==> src/rtl/smart_cargo_pkg.sv <==
// Shared constants, state encodings and frame-byte helpers for the cargo-lift
// status transmitter.
package smart_cargo_pkg;

    localparam int FRAME_LEN = 6;

    localparam logic [7:0] CH_A    = 8'h41;
    localparam logic [7:0] CH_P    = 8'h50;
    localparam logic [7:0] CH_E    = 8'h45;
    localparam logic [7:0] CH_X    = 8'h58;
    localparam logic [7:0] CH_S    = 8'h53;
    localparam logic [7:0] CH_D    = 8'h44;
    localparam logic [7:0] CH_H    = 8'h48;
    localparam logic [7:0] CH_LF   = 8'h0A;
    localparam logic [7:0] CH_ZERO = 8'h30;

    // Values double as the db_estado debug code.
    typedef enum logic [3:0] {
        OCIOSO  = 4'd0,
        CARREGA = 4'd1,
        START   = 4'd2,
        DADOS   = 4'd3,
        STOP    = 4'd4,
        GAP     = 4'd5,
        FIM     = 4'd6
    } estado_t;

    typedef enum logic [1:0] {
        B_OCIOSO = 2'd0,
        B_START  = 2'd1,
        B_DADOS  = 2'd2,
        B_STOP   = 2'd3
    } fase_t;

    typedef struct packed {
        logic [1:0] andar;
        logic [1:0] prox;
        logic       subindo;
        logic       descendo;
        logic       emerg;
    } snap_t;

    function automatic logic [7:0] motor_char(snap_t s);
        if (s.emerg)                     return CH_E;
        else if (s.subindo && s.descendo) return CH_X;
        else if (s.subindo)              return CH_S;
        else if (s.descendo)             return CH_D;
        else                             return CH_H;
    endfunction

    function automatic logic [7:0] frame_byte(logic [2:0] idx, snap_t s);
        case (idx)
            3'd0:    return CH_A;
            3'd1:    return CH_ZERO + {6'd0, s.andar};
            3'd2:    return CH_P;
            3'd3:    return CH_ZERO + {6'd0, s.prox};
            3'd4:    return motor_char(s);
            default: return CH_LF;
        endcase
    endfunction

endpackage

==> src/rtl/smart_cargo_status_tx_uart.sv <==
// 8N1 byte serialiser: one start bit, eight data bits LSB first, one stop bit.
// fim_byte flags the last cycle of the stop bit so the caller can chain bytes.
module uart_tx_byte
    import smart_cargo_pkg::*;
#(
    parameter int CLKS_PER_BIT = 5208
) (
    input  logic       clock,
    input  logic       reset,
    input  logic [7:0] dado,
    input  logic       partida,
    output logic       TX,
    output logic       fim_byte,
    output fase_t      fase_prox
);

    localparam int             CW      = $clog2(CLKS_PER_BIT);
    localparam logic [CW-1:0]  CNT_MAX = CW'(CLKS_PER_BIT - 1);

    fase_t         fase_q, fase_d;
    logic [CW-1:0] cnt_q, cnt_d;
    logic [2:0]    bit_q, bit_d;
    logic [7:0]    dado_q, dado_d;
    logic          tx_q, tx_d;
    logic          ultimo;

    assign ultimo = (cnt_q == CNT_MAX);

    always_ff @(posedge clock) begin
        if (!reset) begin
            fase_q <= B_OCIOSO;
            cnt_q  <= '0;
            bit_q  <= '0;
            dado_q <= '0;
            tx_q   <= 1'b1;
        end else begin
            fase_q <= fase_d;
            cnt_q  <= cnt_d;
            bit_q  <= bit_d;
            dado_q <= dado_d;
            tx_q   <= tx_d;
        end
    end

    always_comb begin
        fase_d = fase_q;
        cnt_d  = cnt_q;
        bit_d  = bit_q;
        dado_d = dado_q;
        case (fase_q)
            B_OCIOSO: if (partida) begin
                fase_d = B_START;
                cnt_d  = '0;
                dado_d = dado;
            end
            B_START: if (ultimo) begin
                fase_d = B_DADOS;
                cnt_d  = '0;
                bit_d  = '0;
            end else begin
                cnt_d = cnt_q + 1'b1;
            end
            B_DADOS: if (ultimo) begin
                cnt_d = '0;
                if (bit_q == 3'd7) fase_d = B_STOP;
                else               bit_d  = bit_q + 3'd1;
            end else begin
                cnt_d = cnt_q + 1'b1;
            end
            B_STOP: if (ultimo) begin
                fase_d = B_OCIOSO;
                cnt_d  = '0;
            end else begin
                cnt_d = cnt_q + 1'b1;
            end
        endcase
    end

    // TX is registered from the next phase so the line changes exactly on bit boundaries.
    always_comb begin
        tx_d = 1'b1;
        case (fase_d)
            B_START: tx_d = 1'b0;
            B_DADOS: tx_d = dado_d[bit_d];
            default: tx_d = 1'b1;
        endcase
    end

    assign TX        = tx_q;
    assign fim_byte  = (fase_q == B_STOP) && ultimo;
    assign fase_prox = fase_d;

endmodule

==> src/rtl/smart_cargo_status_tx.sv <==
// Cargo-lift status reporter: on request, snapshots floor/stop/motor state and
// sends "A<f>P<s><m>\n" over 8N1 UART, with a one-deep pending request.
module smart_cargo_status_tx
    import smart_cargo_pkg::*;
#(
    parameter int CLKS_PER_BIT = 5208
) (
    input  logic       clock,
    input  logic       reset,
    input  logic       enviar,
    input  logic [1:0] andarAtual,
    input  logic [1:0] proxParada,
    input  logic       motorSubindo,
    input  logic       motorDescendo,
    input  logic       emergencia,
    output logic       TX,
    output logic       ocupado,
    output logic       pronto,
    output logic [3:0] db_estado
);

    estado_t    est_q, est_d;
    snap_t      snap_q, snap_d;
    logic [2:0] idx_q, idx_d;
    logic       pend_q, pend_d;
    logic       ocup_q, ocup_d;
    logic       pronto_q, pronto_d;
    logic [3:0] db_q, db_d;

    logic       partida;
    logic       fim_byte;
    logic [7:0] dado;
    fase_t      fase_prox;

    // Byte 0 is a constant, so CARREGA can launch it before the snapshot lands.
    assign dado    = frame_byte((est_q == CARREGA) ? 3'd0 : idx_q, snap_q);
    assign partida = (est_q == CARREGA) || (est_q == GAP);

    uart_tx_byte #(.CLKS_PER_BIT(CLKS_PER_BIT)) u_ser (
        .clock    (clock),
        .reset    (reset),
        .dado     (dado),
        .partida  (partida),
        .TX       (TX),
        .fim_byte (fim_byte),
        .fase_prox(fase_prox)
    );

    always_ff @(posedge clock) begin
        if (!reset) begin
            est_q    <= OCIOSO;
            snap_q   <= '0;
            idx_q    <= '0;
            pend_q   <= 1'b0;
            ocup_q   <= 1'b0;
            pronto_q <= 1'b0;
            db_q     <= '0;
        end else begin
            est_q    <= est_d;
            snap_q   <= snap_d;
            idx_q    <= idx_d;
            pend_q   <= pend_d;
            ocup_q   <= ocup_d;
            pronto_q <= pronto_d;
            db_q     <= db_d;
        end
    end

    always_comb begin
        est_d  = est_q;
        snap_d = snap_q;
        idx_d  = idx_q;
        pend_d = pend_q | (enviar && (est_q != OCIOSO));
        case (est_q)
            OCIOSO:  if (enviar) est_d = CARREGA;
            CARREGA: begin
                snap_d = '{andar: andarAtual, prox: proxParada, subindo: motorSubindo,
                           descendo: motorDescendo, emerg: emergencia};
                idx_d  = '0;
                est_d  = START;
            end
            START, DADOS, STOP: begin
                if (fim_byte) begin
                    if (idx_q < 3'(FRAME_LEN - 1)) begin
                        idx_d = idx_q + 3'd1;
                        est_d = GAP;
                    end else begin
                        est_d = FIM;
                    end
                end else begin
                    case (fase_prox)
                        B_START: est_d = START;
                        B_DADOS: est_d = DADOS;
                        B_STOP:  est_d = STOP;
                        default: est_d = est_q;
                    endcase
                end
            end
            GAP:     est_d = START;
            FIM: begin
                // A request landing on FIM itself is honoured like a pending one.
                if (pend_q || enviar) begin
                    est_d  = CARREGA;
                    pend_d = 1'b0;
                end else begin
                    est_d  = OCIOSO;
                end
            end
            default: est_d = OCIOSO;
        endcase
    end

    always_comb begin
        ocup_d   = (est_d != OCIOSO);
        pronto_d = (est_d == FIM);
        db_d     = est_d;
    end

    assign ocupado   = ocup_q;
    assign pronto    = pronto_q;
    assign db_estado = db_q;

endmodule
==> config.mk <==
export PLATFORM = sky130hd
export DESIGN_NAME = smart_cargo_status_tx
export DESIGN_NICKNAME = d
export VERILOG_FILES = /design/src/rtl/smart_cargo_pkg.sv /design/src/rtl/smart_cargo_status_tx_uart.sv /design/src/rtl/smart_cargo_status_tx.sv
export SDC_FILE = /design/constraint.sdc
export NUM_CORES = 1
export LEC_CHECK = 0
export ABC_AREA = 1
export BUFFER_PORTS_ARGS = -buffer_cell sky130_fd_sc_hd__buf_2
export CAP_MARGIN = 20
export CORE_MARGIN = 1
export CORE_UTILIZATION = 54
export DETAILED_ROUTE_END_ITERATION = 16
export PLACE_DENSITY = 0.8
export SYNTH_ARGS = -nofsm -noshare
export SYNTH_HDL_FRONTEND = slang
export SYNTH_SLANG_ARGS = --single-unit
==> constraint.sdc <==
create_clock -name clock -period 2.61 [get_ports clock]
set_clock_uncertainty 0.15 [all_clocks]
set_input_delay 0.261 -clock clock [delete_from_list [all_inputs] [get_ports clock]]
set_output_delay 0.261 -clock clock [all_outputs]
set_load 0.02 [all_outputs]
==> results by group <==
Outcome
  – Outcome: finished clean

Pwr
  – VDD IR max: 0.000334 V
  – Psw: 0.402 mW
  – LEAKAGE: approximately 1.3 nW
  – Part of the power in registers: 47.8%
  – Net Sw Frac: a little over a quarter
  – Clock Power Share: 34.9%
  – Cell-internal power: 1.07 mW
  – Total power: between 1 and 1.5 mW
  – Logic pwr share: 17.3%
  – Cell Pwr Density: 492 mW/mm^2

Route
  – Drt via density: 5.35
  – Uppermost layer routed: met4
  – WL met1: 2530 um
  – Drt drc: 0
  – Met3 wire len: 213 um
  – DRT Wirelength: 5560 um
  – Total iterations of the first detailed-routing run: 4
  – Via Count: 2,467
  – DR WL met2: 2750 um
  – Initial drt markers: around 170
  – Drt wl/cell: 12.1 um
  – Final ANT Viol Nets: 0

Placed design
  – Gp weighted congestion: 0.926
  – # port buffers: 16
  – Dpl cell area: 0.00277 sq mm
  – Post-DP HPWL: around 4000 um

Job
  – Max-cap viol count: 0

Yosys
  – Post-synthesis sequential area ratio: roughly a third
  – Synthesized cell area: approximately 0.0025 sq mm
  – Syn avg cell area: slightly below 7 sq um
  – Post-synth EDFFs: 0
  – Synth Flop Type: dfxtp_1
  – Syn_nets: 396
  – Yosys cell types: 40
  – Post-synth top area share: about a third
  – Top area cells in the synthesized netlist: dfxtp_1 35%, nand2_1 13%, ha_1 6.9%
  – Seq cells post-synth: 44
  – Synth area leader: dfxtp_1
  – FFs w/ async S/R, synth: 0%
  – Synth warn: 0
  – Post-Synthesis Cells: 372

Final layout
  – Syn-to-layout area delta: 18.9%
  – Design area: 0.00300 sq mm
  – Final antenna diode count: 0
  – Share of layout cells above drive strength 1: 22.0%
  – Filler instances: 355
  – Final nets: 432
  – Utilization after layout: 67.9%

Global route
  – Initial antenna violation count: 0
  – GRT Overall Usage: 22.3%
  – Global route overflow: 0
  – Vias in the first global route: 2,195
  – First-pass GRT wire length: 8810 um
  – Largest net degree at the start of global routing: 26

STA
  – Tmin final: 2.50 ns
  – Setup_tns: 0 ns
  – Final hold vios: 0
  – Crit share post-route: approximately 96%
  – Setup Viol. Count Final: 0
  – F_max: 0.399 GHz
  – Final-report max-slew violation count: 0

Setup path
  – Data required time of the worst path: 2.64 ns
  – Worst Path Max Fanout: 7
  – Crit start category: flip-flop
  – Crit Path Category: flip-flop to flip-flop
  – Arrival @ worst endpoint: roughly 2.5 ns
  – CP Capture Type: flip-flop

Die
  – Die Wd: between 70 and 80 um
  – Initial Util: 57.1%
  – Std cell rows: 24
  – DIE AREA: 0.00495 sq mm
  – Die height: 70.3 um
  – IO Pins: 17
  – Core Area: 0.00441 sq mm

Clock network
  – CTS root buf: clkbuf_8
  – Htree depth: 2
  – TritonCTS Buffers: 5
  – Hold buffers post-CTS: 0
  – CTS tree: done
  – TritonCTS Sinks: 44
  – Worst-Skew Late Latency: 0.30 ns
  – Clock buffer depth: 2
  – Reg clk slew, reported paths: 0.08 ns

Min path
  – Hold Crit Class: primary input to flip-flop
## synth_stat cells (2+ instances only)
master     n
nor2_4     2
a221oi_1   3
ha_1      14
clkbuf_1   5
o21ai_1    3
a211oi_1   2
nand2_2    2
inv_2      3
nand3_1   27
a21oi_2    2
nor3_1     5
o21ai_0   33
dfxtp_1   44
nand4_1    4
a21oi_1   20
nor2_2     7
nor2_1    44
inv_1     45
nand2_1   85
o22ai_1    2
## worst paths after layout
path | start | to | slack (ns) | cells after the start
worst min register to register | u_ser.dado_q[7]$_SDFF_PN0_ | u_ser.dado_q[7]$_SDFF_PN0_ | 0.30 | 2
worst max-delay path | u_ser.cnt_q[5]$_SDFFE_PN0P_ | ocupado$_SDFF_PN0_ | 0.11 | 15
worst max register to register | u_ser.cnt_q[5]$_SDFFE_PN0P_ | ocupado$_SDFF_PN0_ | 0.11 | 15
worst min-delay path | emergencia | snap_q[0]$_SDFFE_PN0P_ | 0.04 | 3
## critical path, stage by stage (launching register included)
cell      delay (ns)
dfxtp_1         0.39
inv_1           0.08
nand2_1         0.11
nor2_4          0.06
nand3_4         0.11
inv_1           0.07
o311ai_1        0.23
nand2_1         0.08
nand2_1         0.10
inv_1           0.09
ha_4            0.19
o21ai_0         0.14
o21ai_1         0.10
nand3_2         0.08
a21oi_2         0.06
or3_1           0.36
## layout make-up
cell class	instances	area [sq um]	area share, %
Tap cell	52	65.1	2.17
Sequential cell	44	897	29.9
Clock buffer	6	72.6	2.42
Multi-Input combinational cell	273	1520	50.8
Clock inverter	2	35.0	1.17
Timing Repair Buffer	35	223	7.43
Inverter	49	184	6.13
## per-layer routing
metal  vias up  global-route usage, %
met5         -                      0
met4         0                   9.11
met3         5                   4.91
met2        61                   39.6
met1      1116                   25.4
li1       1285                      -
## cell families (layout without fill, tap and decap cells)
logic type               after synthesis  count (layout)  share of synthesized area [%]
AND/OR/NAND/NOR                      185             185                           32.7
other                                  1               1                          0.149
adder cells (fa/ha/maj)               14              14                           6.94
flip-flops                            44              44                           34.9
buffers and inverters                 55              92                           8.23
AO/OA/AOI/OAI                         72              72                           16.7
XOR/XNOR                               1               1                          0.347
## flip-flops by register name, indices dropped and copies added, names as in the netlist
name	cells
u_ser.cnt_q	13
u_ser.dado_q	8
snap_q	7
db_estado	4
idx_q	3
u_ser.bit_q	3
u_ser.fase_q	2
ocupado	1
pend_q	1
pronto	1
u_ser.TX	1
## power by group through the flow
stage,Sequential [mW],Combinational [mW],Clock [mW]
after floorplan,0.723,0.145,0
after global placement,0.717,0.207,0
after detailed placement,0.718,0.213,0
after CTS,0.704,0.222,0.526
after global routing,0.708,0.283,0.548
final,0.706,0.255,0.516
## per-stage QoR
stage          instances  hold WS [ns]  setup slack, ns
6_report             461        0.0389            0.107
5_1_grt              461        0.0519         -0.00662
4_1_cts              458        0.0400         0.000160
3_5_place_dp         450         0.288         -0.00812
3_3_place_gp         450         0.293           0.0429
2_1_floorplan        372         0.250           0.0447
## layout by cell type (no fill, tap or decap), types with 4 or more instances in the layout
cell type / instances
a21oi_1: 20
buf_2: 16
buf_4: 19
clkbuf_8: 5
dfxtp_1: 33
dfxtp_2: 10
ha_1: 10
inv_1: 41
inv_2: 7
nand2_1: 82
nand2_2: 4
nand3_1: 27
nand4_1: 4
nor2_1: 44
nor2_2: 4
nor2_4: 5
nor3_1: 5
o21ai_0: 27
o21ai_1: 7
## what timing repair did
action                                 CTS  global route
endpoints found under the hold margin    0             0
pin swaps                                1            11
gates resized for setup                  4            35
setup endpoints to repair                1             3
buffers inserted                         0             3
(Power assumes the default switching activity.)
